`src/rtl/led_pkg.sv`:
```
// Shared types for the RGB LED PWM controller: mode encoding, ramp direction
// and the mode stepping rule used by the mode FSM.
package led_pkg;

  localparam int unsigned MODE_COUNT = 8;
  localparam int unsigned MODE_W     = $clog2(MODE_COUNT);

  typedef enum logic [MODE_W-1:0] {
    MODE_OFF      = 3'd0,
    MODE_RED      = 3'd1,
    MODE_GREEN    = 3'd2,
    MODE_BLUE     = 3'd3,
    MODE_BR_RED   = 3'd4,
    MODE_BR_GREEN = 3'd5,
    MODE_BR_BLUE  = 3'd6,
    MODE_BR_WHITE = 3'd7
  } mode_e;

  typedef enum logic {
    DIR_UP   = 1'b0,
    DIR_DOWN = 1'b1
  } dir_e;

  // Modulo-8 step; simultaneous next/prev cancel out.
  function automatic mode_e mode_step(input mode_e m, input logic nxt, input logic prv);
    mode_e r;
    r = m;
    if (nxt && !prv) begin
      r = mode_e'(MODE_W'(m + MODE_W'(1)));
    end else if (prv && !nxt) begin
      r = mode_e'(MODE_W'(m - MODE_W'(1)));
    end
    return r;
  endfunction

endpackage

```
`src/rtl/led_breath_ramp.sv`:
```
// Triangular breathing ramp: level walks 0..max..0 one step every STEP_CYCLES
// clocks, without repeating either endpoint.
module led_breath_ramp
  import led_pkg::*;
#(
  parameter int unsigned PWM_BITS    = 8,
  parameter int unsigned STEP_CYCLES = 23437
) (
  input  logic                clk,
  input  logic                rst_n,
  input  logic                i_clr,
  output logic [PWM_BITS-1:0] o_level
);

  localparam int unsigned          STEP_W    = $clog2(STEP_CYCLES);
  localparam logic [STEP_W-1:0]    STEP_LAST = STEP_W'(STEP_CYCLES - 1);
  localparam logic [PWM_BITS-1:0]  LEVEL_MAX = '1;

  logic [STEP_W-1:0]   r_step_cnt;
  logic [PWM_BITS-1:0] r_level;
  dir_e                r_dir;

  logic                w_step;
  logic [PWM_BITS-1:0] w_level_next;

  always_comb begin
    w_step       = (r_step_cnt == STEP_LAST);
    w_level_next = (r_dir == DIR_UP) ? (r_level + PWM_BITS'(1))
                                     : (r_level - PWM_BITS'(1));
  end

  // Direction flips on the step that lands on an endpoint.
  always_ff @(posedge clk) begin
    if (!rst_n || i_clr) begin
      r_step_cnt <= '0;
      r_level    <= '0;
      r_dir      <= DIR_UP;
    end else if (w_step) begin
      r_step_cnt <= '0;
      r_level    <= w_level_next;
      if (w_level_next == LEVEL_MAX) begin
        r_dir <= DIR_DOWN;
      end else if (w_level_next == '0) begin
        r_dir <= DIR_UP;
      end
    end else begin
      r_step_cnt <= r_step_cnt + STEP_W'(1);
    end
  end

  assign o_level = r_level;

endmodule

```
`src/rtl/led_pwm_ctrl.sv`:
```
// RGB LED controller: button-driven 8-entry mode FSM, breathing ramp and three
// glitch-free PWM channels sharing one free-running counter.
module led_pwm_ctrl
  import led_pkg::*;
#(
  parameter int unsigned PWM_BITS    = 8,
  parameter int unsigned STEP_CYCLES = 23437,
  parameter int unsigned STEADY_DUTY = 128
) (
  input  logic                clk,
  input  logic                rst_n,
  input  logic                btn_next_i,
  input  logic                btn_prev_i,
  output logic                pwm_red,
  output logic                pwm_green,
  output logic                pwm_blue,
  output logic [MODE_W-1:0]   mode,
  output logic [PWM_BITS-1:0] level
);

  localparam logic [PWM_BITS-1:0] STEADY = PWM_BITS'(STEADY_DUTY);

  logic                r_btn_next_q;
  logic                r_btn_prev_q;
  mode_e               r_mode;
  logic [PWM_BITS-1:0] r_pwm_cnt;
  logic [PWM_BITS-1:0] r_duty_r;
  logic [PWM_BITS-1:0] r_duty_g;
  logic [PWM_BITS-1:0] r_duty_b;
  logic                r_pwm_r;
  logic                r_pwm_g;
  logic                r_pwm_b;

  logic                w_next_press;
  logic                w_prev_press;
  mode_e               w_mode_next;
  logic                w_mode_chg;
  logic [PWM_BITS-1:0] w_level;
  logic [PWM_BITS-1:0] w_duty_r;
  logic [PWM_BITS-1:0] w_duty_g;
  logic [PWM_BITS-1:0] w_duty_b;

  // Edge detectors reset high so a button held through reset is ignored.
  always_ff @(posedge clk) begin
    if (!rst_n) begin
      r_btn_next_q <= 1'b1;
      r_btn_prev_q <= 1'b1;
    end else begin
      r_btn_next_q <= btn_next_i;
      r_btn_prev_q <= btn_prev_i;
    end
  end

  assign w_next_press = btn_next_i & ~r_btn_next_q;
  assign w_prev_press = btn_prev_i & ~r_btn_prev_q;

  always_ff @(posedge clk) begin
    if (!rst_n) begin
      r_mode <= MODE_OFF;
    end else begin
      r_mode <= w_mode_next;
    end
  end

  always_comb begin
    w_mode_next = r_mode;
    w_mode_chg  = 1'b0;
    if (w_next_press ^ w_prev_press) begin
      w_mode_next = mode_step(r_mode, w_next_press, w_prev_press);
      w_mode_chg  = 1'b1;
    end
  end

  led_breath_ramp #(
    .PWM_BITS    (PWM_BITS),
    .STEP_CYCLES (STEP_CYCLES)
  ) u_ramp (
    .clk     (clk),
    .rst_n   (rst_n),
    .i_clr   (w_mode_chg),
    .o_level (w_level)
  );

  always_comb begin
    w_duty_r = '0;
    w_duty_g = '0;
    w_duty_b = '0;
    case (r_mode)
      MODE_RED:      w_duty_r = STEADY;
      MODE_GREEN:    w_duty_g = STEADY;
      MODE_BLUE:     w_duty_b = STEADY;
      MODE_BR_RED:   w_duty_r = w_level;
      MODE_BR_GREEN: w_duty_g = w_level;
      MODE_BR_BLUE:  w_duty_b = w_level;
      MODE_BR_WHITE: begin
        w_duty_r = w_level;
        w_duty_g = w_level;
        w_duty_b = w_level;
      end
      default: ;
    endcase
  end

  // Duty is latched only at the counter wrap so every period is whole.
  always_ff @(posedge clk) begin
    if (!rst_n) begin
      r_pwm_cnt <= '0;
      r_duty_r  <= '0;
      r_duty_g  <= '0;
      r_duty_b  <= '0;
      r_pwm_r   <= 1'b0;
      r_pwm_g   <= 1'b0;
      r_pwm_b   <= 1'b0;
    end else begin
      r_pwm_cnt <= r_pwm_cnt + PWM_BITS'(1);
      if (r_pwm_cnt == '1) begin
        r_duty_r <= w_duty_r;
        r_duty_g <= w_duty_g;
        r_duty_b <= w_duty_b;
      end
      r_pwm_r <= (r_pwm_cnt < r_duty_r);
      r_pwm_g <= (r_pwm_cnt < r_duty_g);
      r_pwm_b <= (r_pwm_cnt < r_duty_b);
    end
  end

  assign pwm_red   = r_pwm_r;
  assign pwm_green = r_pwm_g;
  assign pwm_blue  = r_pwm_b;
  assign mode      = r_mode;
  assign level     = w_level;

endmodule

```
`config.mk`:
```
export PLATFORM = sky130hd
export DESIGN_NAME = led_pwm_ctrl
export DESIGN_NICKNAME = d
export VERILOG_FILES = /design/src/rtl/led_pkg.sv /design/src/rtl/led_breath_ramp.sv /design/src/rtl/led_pwm_ctrl.sv
export SDC_FILE = /design/constraint.sdc
export NUM_CORES = 1
export LEC_CHECK = 0
export BUFFER_PORTS_ARGS = -buffer_cell sky130_fd_sc_hd__buf_4
export CAP_MARGIN = 15
export CORE_ASPECT_RATIO = 1.25
export CORE_MARGIN = 2
export CORE_UTILIZATION = 50
export CTS_CLUSTER_DIAMETER = 40
export CTS_CLUSTER_SIZE = 14
export DETAILED_ROUTE_END_ITERATION = 16
export HOLD_SLACK_MARGIN = 0.06
export PLACE_DENSITY = 0.67
export REMOVE_ABC_BUFFERS = 1
export SLEW_MARGIN = 20
export SYNTH_ARGS = -nofsm -noshare
export SYNTH_HDL_FRONTEND = slang
export SYNTH_HIERARCHICAL = 1
export SYNTH_SLANG_ARGS = --single-unit
```
`constraint.sdc`:
```
create_clock -name clk -period 3.05 [get_ports clk]
set_clock_uncertainty 0.05 [all_clocks]
set_input_delay 0.1525 -clock clk [delete_from_list [all_inputs] [get_ports clk]]
set_output_delay 0.1525 -clock clk [all_outputs]
set_load 0.02 [all_outputs]
```
==> results, run 1 <==
- The part of the total power dissipated in combinational logic is slightly above 7%.
- For this run the aggregate overflow at the end of global routing stands at 0.
- The synthesized area per cell is 8.52 sq um.
- The final clock period utilization by the worst path is about three quarters.
- The number of buffers on the longest clock path is 2.
- The post-route setup TNS is 0 ps.
- The most common cell after layout, fill and taps aside is dfxtp_1.
- Sequential cells were found to cover 35.5% of the synthesized design area.
- The launching instance or port of the critical path is u_ramp/o_level[0].
- The count of input and output buffers is 17.
- The die outline width is between 70 and 80 microns.
- The die covers 0.00791 sq mm.
- After clock tree synthesis, the setup repair step added 0 buffers.
- At the pin with the least slew margin, the transition time is about 840 ps.
- The total clock sinks is 64.
- Using the TritonRoute via totals, the vias-per-cell ratio works out to 5.63.
- The number of gates resized after cts is 0.
- The setup path with the least slack is of type register to register.
- The gate count after technology mapping is 423.
- The shortest period the worst path allows is between 2000 and 2500 ps.
- For this run, the number of Yosys warnings is 6.
- In this run the vertical extent of the chip is 98.9 microns.
- Summed over all cells, the static leakage comes to 1.47 nW.
- The sum of net half-perimeters after detailed placement is 5730 microns.
- Walking the worst path, the cells encountered are inv_1, fa_1, nand2b_1, a21oi_1, xnor2_1, nand4_1, o31ai_1, a21oi_1.
- The fmax is 0.446 GHz.
- For this design the ratio of total power to cell area is roughly 420 mW/mm^2.
- The share of final-layout standard cells stronger than drive strength 1 is 9.62%.
- The standard cell core area is about 0.0070 sq mm.
- The area used by sequential logic in the layout is 0.00128 sq mm.
- The number of remaining DRC errors is 0.
- The synthesized cell area is roughly 0.0036 sq mm.
- The run finished with clean final reports.
- The fraction of power consumed by sequential logic is 51.8%.
- The clock root buffer is clkbuf_8.
- The congestion estimate from routability-driven global placement came to 0.851.
- The number of enable flip-flop cells after synthesis is 0.
- Global routing used 22.0% of the available tracks.
- In the final design database the tool counted 487 nets.
- The switching power as a share of total power is 25.7%.
- The startpoint identified for the worst register-to-register timing path is u_ramp/o_level[0].
- The highest cell delay on the worst timing path is 460 ps.
- STA classifies the critical path startpoint as a register.
- STA classifies the critical path endpoint as a register.
- In this run the most critical hold path is launched from r_duty_r[5].
- Buffers inserted during clock tree synthesis total 9.
- After filler insertion, the fill cell instance count of the layout stands at 659.
- The cell at the slowest stage of the critical path is dfxtp_1.
- The wire length of the first global-routing pass is roughly 14,000 microns.
- The number of hold buffers added after CTS was 5.
- Once the floorplan was initialized, standard cells occupied between 50% and 60% of the core.
- The number of rows created at floorplan is 34.
- Counting cells, the worst reg-to-reg path comes to 8.
- Headroom to the max-slew limit came out at 44.0%.
- VDD sags by at most 0.254 mV.
- The part of the total power dissipated in the clock network is between 40% and 50%.
- The first-iteration detailed-routing DRC count is about 140.
- Once detail routing completed, the nets flagged for antenna violations numbered 0.
- The number of antenna diodes in the final layout is 0.
- The count of pins on the block boundary is 18.
- After detailed routing, the total wire length is 8020 microns.
- STA puts the critical path data required time at roughly 3200 ps.
- The number of cells on the worst hold path is 2.
- The via count of the first global-routing pass was approximately 3,000.
- Across the run, the number of max-cap violations was 0.
- The area of combinational cells with multiple inputs is 0.00210 sq mm.
- The total power is 1.68 mW.
- Of all flip-flops after synthesis, the portion carrying an async set or reset was 0%.
- The clock reaches the later pin of the worst-skew pair after 330 ps.
- The most used flip-flop cell after synthesis is dfxtp_1.
- Setup violations remaining at the end of the flow were counted as 0.
- The number of search-and-repair iterations in the first detailed-routing pass is 4.
- Counting stages on the worst path, the most repeated cell is a21oi_1.
- The max-slew violation count came to 0.
- The routed wirelength normalized by instance count is 14.9 microns.
- From synthesis to final layout, the design area changed by 11.3%.
- The H-tree depth is 3.
- The pin count of the biggest net entering global routing is 38.
- The number of register bits inferred by synthesis is 64.
- Counting distinct cell types in the post-synthesis netlist gives between 40 and 50.
- Of all nets on the critical path, the largest fanout is 7.
- Setup repair after global routing left no endpoint under its margin.
- TritonCTS built the clock tree.
- The worst endpoint data arrival time is about 2400 ps.
- The detailed router placed 3,025 vias in this run.
- The final-report hold violation count came to 0.
- The worst hold path belongs to the class register to register.
- After clock tree synthesis, the clock-pin slew on the worst setup and hold paths is 80 ps.
- The internal power of the cells totals 1.25 mW.
- The initial antenna violation count was 0.
- Leaving out fill and tap cells, the most frequent cells in the layout are dfxtp_1 (64), a21oi_1 (43), ha_1 (40).
- The switching power of the nets is 0.431 mW.
## metrics by stage
stage               area (sq um)  hold slack, ps  instances  worst slack, ps  utilization, %
floorplan                   3520             176        407              881               -
global placement            3770             291        516              912            54.1
detailed placement          3770             304        516              844            54.1
CTS                         4010             427        537              811            57.5
global route                4010             468        537              577            57.5
finish                      4010             428        537              809            57.5
## synthesized netlist by cell type, drive strengths merged, types with 2 or more instances
library cell / instances / area share (%)
inv: 37 / 3.9
o2111a: 3 / 0.94
xor2: 8 / 1.9
nand2b: 6 / 1.0
or3: 6 / 1.0
a211oi: 5 / 1.0
nor2b: 8 / 1.4
nand4: 28 / 5.0
xnor2: 13 / 3.2
nand3: 11 / 1.5
nor4: 2 / 0.76
dfxtp: 64 / 36
and2: 2 / 0.35
nor2: 35 / 3.6
nand2: 17 / 1.8
and4: 2 / 0.49
nor3: 7 / 0.97
a21oi: 43 / 6.0
a21o: 7 / 1.5
and3: 2 / 0.35
ha: 40 / 14
a32oi: 2 / 0.49
clkbuf: 10 / 1.3
buf: 6 / 1.1
nor3b: 5 / 1.0
o211ai: 3 / 0.62
a2111oi: 7 / 1.7
o21ai: 34 / 4.7
## flip-flops by register name (all words and copies together) (netlist names)
signal             cells
u_ramp/r_step_cnt     15
r_duty_r               8
pwm_green              1
r_pwm_cnt              8
mode                   3
r_btn_prev_q           1
r_duty_g               8
u_ramp/r_dir           1
r_btn_next_q           1
pwm_red                1
r_duty_b               8
pwm_blue               1
u_ramp/o_level         8
## critical path: cells and delay by family (launching register included)
family	cells	cell delay, ps
AO/OA/AOI/OAI	3	490
flip-flops	1	460
adder cells (fa/ha/maj)	1	460
AND/OR/NAND/NOR	2	330
XOR/XNOR	1	180
buffers and inverters	1	150
## power groups by stage
stage | combinational [mW] | clock (mW) | sequential, mW
floorplan | 0.0704 | 0 | 0.896
global placement | 0.115 | 0 | 0.891
detailed placement | 0.118 | 0 | 0.892
CTS | 0.123 | 0.711 | 0.872
global route | 0.137 | 0.748 | 0.875
finish | 0.122 | 0.688 | 0.871
## cell families (layout without fill, tap and decap cells)
family / after synthesis / in the layout / share of synthesized area [%]
and+or+nand+nor: 137 / 137 / 21.0
AOI/OAI and AO/OA: 107 / 107 / 17.7
DFF: 64 / 64 / 35.5
buffers and inverters: 53 / 77 / 6.28
adders and majority gates: 41 / 41 / 14.4
xor gates and xnor gates: 21 / 21 / 5.10
## worst paths after layout
path | end | slack, ps
setup / recovery | u_ramp/r_dir | 810
hold / removal | r_duty_r[5] | 430
setup reg to reg | u_ramp/r_dir | 810
hold reg to reg | r_duty_r[5] | 430
## per-layer routing
metal / share of wire, % / routed length (microns) / global-route usage (%) / vias up
met5: 0 / 0 / 0 / -
met4: 1.1 / 85 / 7.17 / 0
met3: 1.8 / 143 / 4.67 / 6
met2: 53 / 4260 / 40.4 / 28
met1: 44 / 3530 / 24.9 / 1446
li1: - / - / - / 1545
## cell type report
cell class              instances  area share [%]
multi-input cells             306            52.3
flip-flops and latches         64            31.9
repair buffers                 24            4.80
clock buffers                  11            3.77
inverters                      37            3.46
well taps                      90            2.81
clock inverters                 5           0.967
(Power assumes the default switching activity.)
==> run 2, diff against run 1 <==
- PLACE_DENSITY: 0.67 -> 0.7
- clock period: 3.05 -> 1.8 ns (I/O delays scaled with it)
==> results, run 2 (synthesized netlist as in run 1, its figures left out) <==
- Outcome: finished, violations left (was completed).
- The checks that failed: negative setup slack.
- The shortest period the worst path allows was 1980 ps (was 2240 ps).
- The clock transition time at the flip-flop clock pins of the worst setup and hold paths is 70 ps (was 80 ps).
- The kind of launch point of the worst setup path is a register (unchanged).
- The worst slew margin relative to its limit is 74.7% (was 44.0%).
- The initial antenna violation count came to 0 (unchanged).
- The TritonCTS clock tree is yes (unchanged).
- The total clock sinks was 64 (unchanged).
- The total vias in the final route is 3,344 (was 3,025).
- The sum of net half-perimeters after detailed placement was 6380 microns (was 5730 microns).
- The starting density of the core was 51.7% (unchanged).
- The die outline width is 79.9 microns (unchanged).
- The via count of the first global-routing pass is 3,346 (was 3,010).
- The worst endpoint data arrival time is 2170 ps (was 2400 ps).
- The area enclosed by the die boundary came to 0.00791 sq mm (unchanged).
- The fmax came to 0.505 GHz (was 0.446 GHz).
- The most common cell after layout, fill and taps aside is dfxtp_1 (unchanged).
- The worst slack on hold paths is 424 ps (was 428 ps).
- The pin count of the biggest net entering global routing is 25 (was 38).
- The number of diodes added for antenna fixing is 0 (unchanged).
- The maximum fanout count along the critical path was 3 (was 7).
- The flip-flop count of the largest register after layout is 15 (unchanged).
- The routed wirelength normalized by instance count is 16.1 microns (was 14.9 microns).
- The routed via count divided by cell count was 5.76 (was 5.63).
- The post-detailed-routing wire length came to 9340 microns (was 8020 microns).
- The wire length of the first global-routing pass came to 15,200 microns (was 13,900 microns).
- The count of maximum capacitance violations came to 0 (unchanged).
- The total placed cells including tap cells was 557 (was 516).
- The post-layout net count is 532 (was 487).
- The max-slew violation count is 0 (unchanged).
- The H-tree depth is 3 (unchanged).
- The vertical die dimension is 98.9 microns (unchanged).
- The leakage power total was 1.73 nW (was 1.47 nW).
- The count of input and output buffers is 17 (unchanged).
- The layout overhead on the synthesized area is 26.5% (was 11.3%).
- The worst setup timing slack at the placement stage is -215 ps (was 844 ps).
- The setup violation total in the final timing report was 4 (was 0).
- The post-detailed-route count of antenna-violating nets is 0 (unchanged).
- The global router's overall resource usage is 24.4% (was 22.0%).
- The fill cell instance count of the final layout is 595 (was 659).
- The worst voltage drop across the vdd grid came to 0.469 mV (was 0.254 mV).
- The clock root buffer is clkbuf_8 (unchanged).
- The number of rows created at floorplan is 34 (unchanged).
- The required time of the worst setup path is 1990 ps (was 3210 ps).
- The weighted congestion at the end of routability-driven global placement is 0.855 (was 0.851).
- The standard cell core area is 0.00698 sq mm (unchanged).
- The number of buffers on the longest clock path is 2 (unchanged).
- The type of the worst min-delay path was register to register (unchanged).
- The smallest setup slack after layout is -178 ps (was 809 ps).
- The clock buffer count from CTS is 9 (unchanged).
- The register with the most flip-flops is u_ramp/r_step_cnt (unchanged).
- The number of search-and-repair iterations in the first detailed-routing pass is 4 (unchanged).
- The class of the most critical setup path is register to register (unchanged).
- The first-iteration detailed-routing DRC count was 190 (was 138).
- The total grt overflow is 0 (unchanged).
- The power density normalized to cell area was 646 mW/mm^2 (was 419 mW/mm^2).
- The number of remaining DRC errors is 0 (unchanged).
- The final-report hold violation count is 0 (unchanged).
- The count of non-filler cells in the finished layout came to 581 (was 537).
- Setup repair after global routing missed its margin: true (was false).
- The count of pins on the block boundary is 18 (unchanged).
- The clock latency on the worst-skew pair is 350 ps (was 330 ps).
- The final clock period utilization by the worst path is 110% (was 73.5%).
- The type of element capturing the critical path is a register (unchanged).
- Most used cells in the layout excluding fill and tap cells: dfxtp_1 (62), buf_4 (61), a21oi_1 (41) (was dfxtp_1 (64), a21oi_1 (43), ha_1 (40)).
- The transition time at the pin with the least slew margin is 378 ps (was 840 ps).
- The share of final-layout standard cells stronger than drive strength 1 came to 22.8% (was 9.62%).
==> run 2: layout make-up <==
cell class	count	area [sq um]	area share (%)
inverter	37	141	3.10
sequential	64	1290	28.3
clock buffer	11	141	3.10
tap	90	113	2.47
clock inverter	4	45.0	0.988
multi-input combinational	306	2270	49.8
timing repair buffer	69	559	12.3
==> run 2: timing repair <==
action / in CTS / in global routing
buffers inserted: 2 / 2
pin swaps: 9 / 19
hold buffers: 5 / 0
hold endpoints to repair: 3 / 0
gates cloned: 0 / 0
setup endpoints to repair: 6 / 14
gates resized for setup: 16 / 23
==> run 2: metal layers <==
| layer | vias up | wire length, microns | global-route usage [%] |
|---|---|---|---|
| li1 | 1634 | - | - |
| met1 | 1623 | 3910 | 28.2 |
| met2 | 69 | 4910 | 44.2 |
| met3 | 18 | 317 | 4.95 |
| met4 | 0 | 207 | 8.34 |
| met5 | - | 0 | 0 |
==> run 2: power breakdown <==
group | internal, mW | leakage (nW) | switching (mW)
logic | 0.122 | 1.11 | 0.144
clock network | 0.663 | 0.0989 | 0.559
registers | 1.44 | 0.519 | 0.0202
==> run 2: path summary, 6_finish.rpt <==
path	startpoint	endpoint	slack, ps	depth (start not counted)
min	r_duty_g[5]	r_duty_g[5]	420	2
max reg2reg	u_ramp/o_level[1]	u_ramp/o_level[6]	-180	9
max	u_ramp/o_level[1]	u_ramp/o_level[6]	-180	9
min reg2reg	r_duty_g[5]	r_duty_g[5]	420	2
==> run 2: stage by stage <==
stage          setup TNS (ps)  instance area [sq um]  power [mW]  util (%)
3_5_place_dp             -474                   4110        1.74      58.8
6_report                 -473                   4560        2.95      65.4
4_1_cts                  -112                   4450        2.97      63.8
2_1_floorplan           -1050                   3520        1.64         -
5_1_grt                  -869                   4560        3.07      65.4
3_3_place_gp             -261                   4110        1.74      58.8
==> run 2: critical path: stages (launching register included) <==
cell and delay [ps]:
dfxtp_4 380, inv_4 40, fa_2 410, nand2b_4 180, buf_4 140, a21o_2 180
a211oi_2 220, nor2_1 70, a21oi_1 130, nor2_1 60
==> run 3, diff against run 2 <==
--- a/config.mk
+++ b/config.mk
@@ -16,3 +16,3 @@
 export HOLD_SLACK_MARGIN = 0.06
-export PLACE_DENSITY = 0.7
+export PLACE_DENSITY = 0.79
 export REMOVE_ABC_BUFFERS = 1
==> constraint.sdc (replaced) <==
create_clock -name clk -period 1.8 [get_ports clk]
set_clock_uncertainty 0.05 [all_clocks]
set_input_delay 0.45 -clock clk [delete_from_list [all_inputs] [get_ports clk]]
set_output_delay 0.45 -clock clk [all_outputs]
set_load 0.02 [all_outputs]
==> results, run 3 (synthesized netlist as in run 1, its figures left out) <==
- Failing checks: negative setup slack (unchanged).
- The hold-fix buffer count after cts is 0 (was 5).
- The power density normalized to cell area was 667 mW/mm^2 (was 646 mW/mm^2).
- The kind of launch point of the worst setup path is a register (unchanged).
- The setup violation total in the final timing report was 4 (unchanged).
- The initial antenna violation count is 0 (unchanged).
- The number of remaining DRC errors is 0 (unchanged).
- The clock latency on the worst-skew pair is 340 ps (was 350 ps).
- The most common cell after layout, fill and taps aside was dfxtp_1 (unchanged).
- The worst voltage drop across the vdd grid is 0.427 mV (was 0.469 mV).
- The clock buffer count from CTS is 9 (unchanged).
- The total met2 wirelength after detailed routing is 4960 microns (was 4910 microns).
- The final clock period utilization by the worst path is 110% (about the same).
- The post-detailed-placement cell area is 0.00410 sq mm (was 0.00411 sq mm).
- The wire length of the first global-routing pass is 15,100 microns (was 15,200 microns).
- The total grt overflow is 0 (unchanged).
- The first-iteration detailed-routing DRC count is 315 (was 190).
- The starting density of the core came to 51.7% (unchanged).
- The weighted congestion at the end of routability-driven global placement is 0.924 (was 0.855).
- The required time of the worst setup path was 1970 ps (was 1990 ps).
- The max-slew violation count is 0 (unchanged).
- The vertical die dimension is 98.9 microns (unchanged).
- The clock root buffer is clkbuf_8 (unchanged).
- The class of the most critical setup path is register to register (unchanged).
- The count of pins on the block boundary was 18 (unchanged).
- The register with the most flip-flops is u_ramp/r_step_cnt (unchanged).
- The total clock sinks came to 64 (unchanged).
- The H-tree depth came to 3 (unchanged).
- The type of element capturing the critical path is a register (unchanged).
- The shortest period the worst path allows is 1980 ps (about the same).
- The routed via count divided by cell count was 5.91 (was 5.76).
- The number of rows created at floorplan is 34 (unchanged).
- The number of buffers on the longest clock path is 2 (unchanged).
- The met3 wire length is 350 microns (was 317 microns).
- The count of input and output buffers is 17 (unchanged).
- The post-detailed-routing wire length was 9360 microns (was 9340 microns).
- The count of maximum capacitance violations is 0 (unchanged).
- The transition time at the pin with the least slew margin was 641 ps (was 378 ps).
- The layout overhead on the synthesized area came to 25.3% (was 26.5%).
- The worst endpoint data arrival time came to 2150 ps (was 2170 ps).
- The total vias in the final route is 3,380 (was 3,344).
- The worst slew margin relative to its limit is 57.2% (was 74.7%).
- The global router's overall resource usage is 23.8% (was 24.4%).
- Setup repair after global routing missed its margin: true (unchanged).
- The die outline width is 79.9 microns (unchanged).
- The clock transition time at the flip-flop clock pins of the worst setup and hold paths is 70 ps (about the same).
- The TritonCTS clock tree is yes (unchanged).
- The standard cell core area is 0.00698 sq mm (unchanged).
- The worst slack on hold paths is 252 ps (was 424 ps).
- The via count of the first global-routing pass is 3,340 (was 3,346).
- The maximum fanout count along the critical path was 6 (was 3).
- The number of search-and-repair iterations in the first detailed-routing pass is 5 (was 4).
- The fmax is 0.505 GHz (about the same).
- The wire length on met1 is 3830 microns (was 3910 microns).
- The leakage power total is 1.70 nW (was 1.73 nW).
- Most used cells in the layout excluding fill and tap cells: dfxtp_1 (60), buf_4 (57), a21oi_1 (40) (was dfxtp_1 (62), buf_4 (61), a21oi_1 (41)).
- The highest routed metal layer is met4 (unchanged).
- The flip-flop count of the largest register after layout is 15 (unchanged).
- The number of diodes added for antenna fixing came to 0 (unchanged).
- The smallest setup slack after layout is -179 ps (was -178 ps).
- Outcome: finished, violations left (unchanged).
- The type of the worst min-delay path is input pin to register (was register to register).
- The cell area after layout came to 0.00452 sq mm (was 0.00456 sq mm).
- The area enclosed by the die boundary is 0.00791 sq mm (unchanged).
- The post-detailed-route count of antenna-violating nets is 0 (unchanged).
- The post-layout net count is 523 (was 532).
- The sum of net half-perimeters after detailed placement is 6370 microns (was 6380 microns).
- The routed wirelength normalized by instance count came to 16.4 microns (was 16.1 microns).
- The pin count of the biggest net entering global routing is 38 (was 25).
- The share of final-layout standard cells stronger than drive strength 1 is 23.9% (was 22.8%).
- The final-report hold violation count is 0 (unchanged).
## run 3: per-stage QoR
step	utilization (%)	worst slack, ps	setup TNS [ps]	instances	total power, mW
after detailed placement	58.7	-282	-519	556	1.74
after CTS	63.1	-139	-260	572	3.01
after global placement	58.7	-115	-254	556	1.73
final	64.7	-179	-365	572	3.01
after global routing	64.7	-217	-720	572	3.11
after floorplan	-	-369	-1050	407	1.64
## run 3: area by class of cell
cell class	count	area, sq um
well taps	90	113
clock inverters	3	40.0
repair buffers	60	479
flip-flops and latches	64	1290
multi-input cells	306	2290
clock buffers	12	165
inverters	37	139
fillers	575	2460
## run 3: worst max-delay path, stage by stage, from the launching register on
cell and delay (ps):
dfxtp_4 360, buf_6 150, ha_4 300, nand4_1 180, a32oi_2 300, xnor2_2 140
o31ai_1 280, a21oi_1 100
## run 3: layer usage
metal / vias to the layer above / GRT usage (%)
li1: 1619 / -
met1: 1630 / 27.1
met2: 106 / 41.8
met3: 25 / 3.30
met4: 0 / 13.3
met5: - / 0
## run 3: final timing paths
path                 from            to  slack (ps)  depth (start not counted)
max          u_ramp/r_dir  u_ramp/r_dir        -180                          7
min reg2reg   r_duty_g[0]   r_duty_g[0]         430                          2
max reg2reg  u_ramp/r_dir  u_ramp/r_dir        -180                          7
min            btn_prev_i  r_btn_prev_q         250                          2
## run 3: power by group
group,internal (mW),switching (mW)
sequential,1.44,0.0245
clock,0.741,0.553
combinational,0.113,0.141
total,2.29,0.718
## run 3: what timing repair did
| action | 4_1_cts | 5_1_grt |
|---|---|---|
| resized for setup | 16 | 28 |
| setup buffers | 1 | 0 |
| pin swaps | 9 | 15 |
| setup endpoints to repair | 5 | 28 |
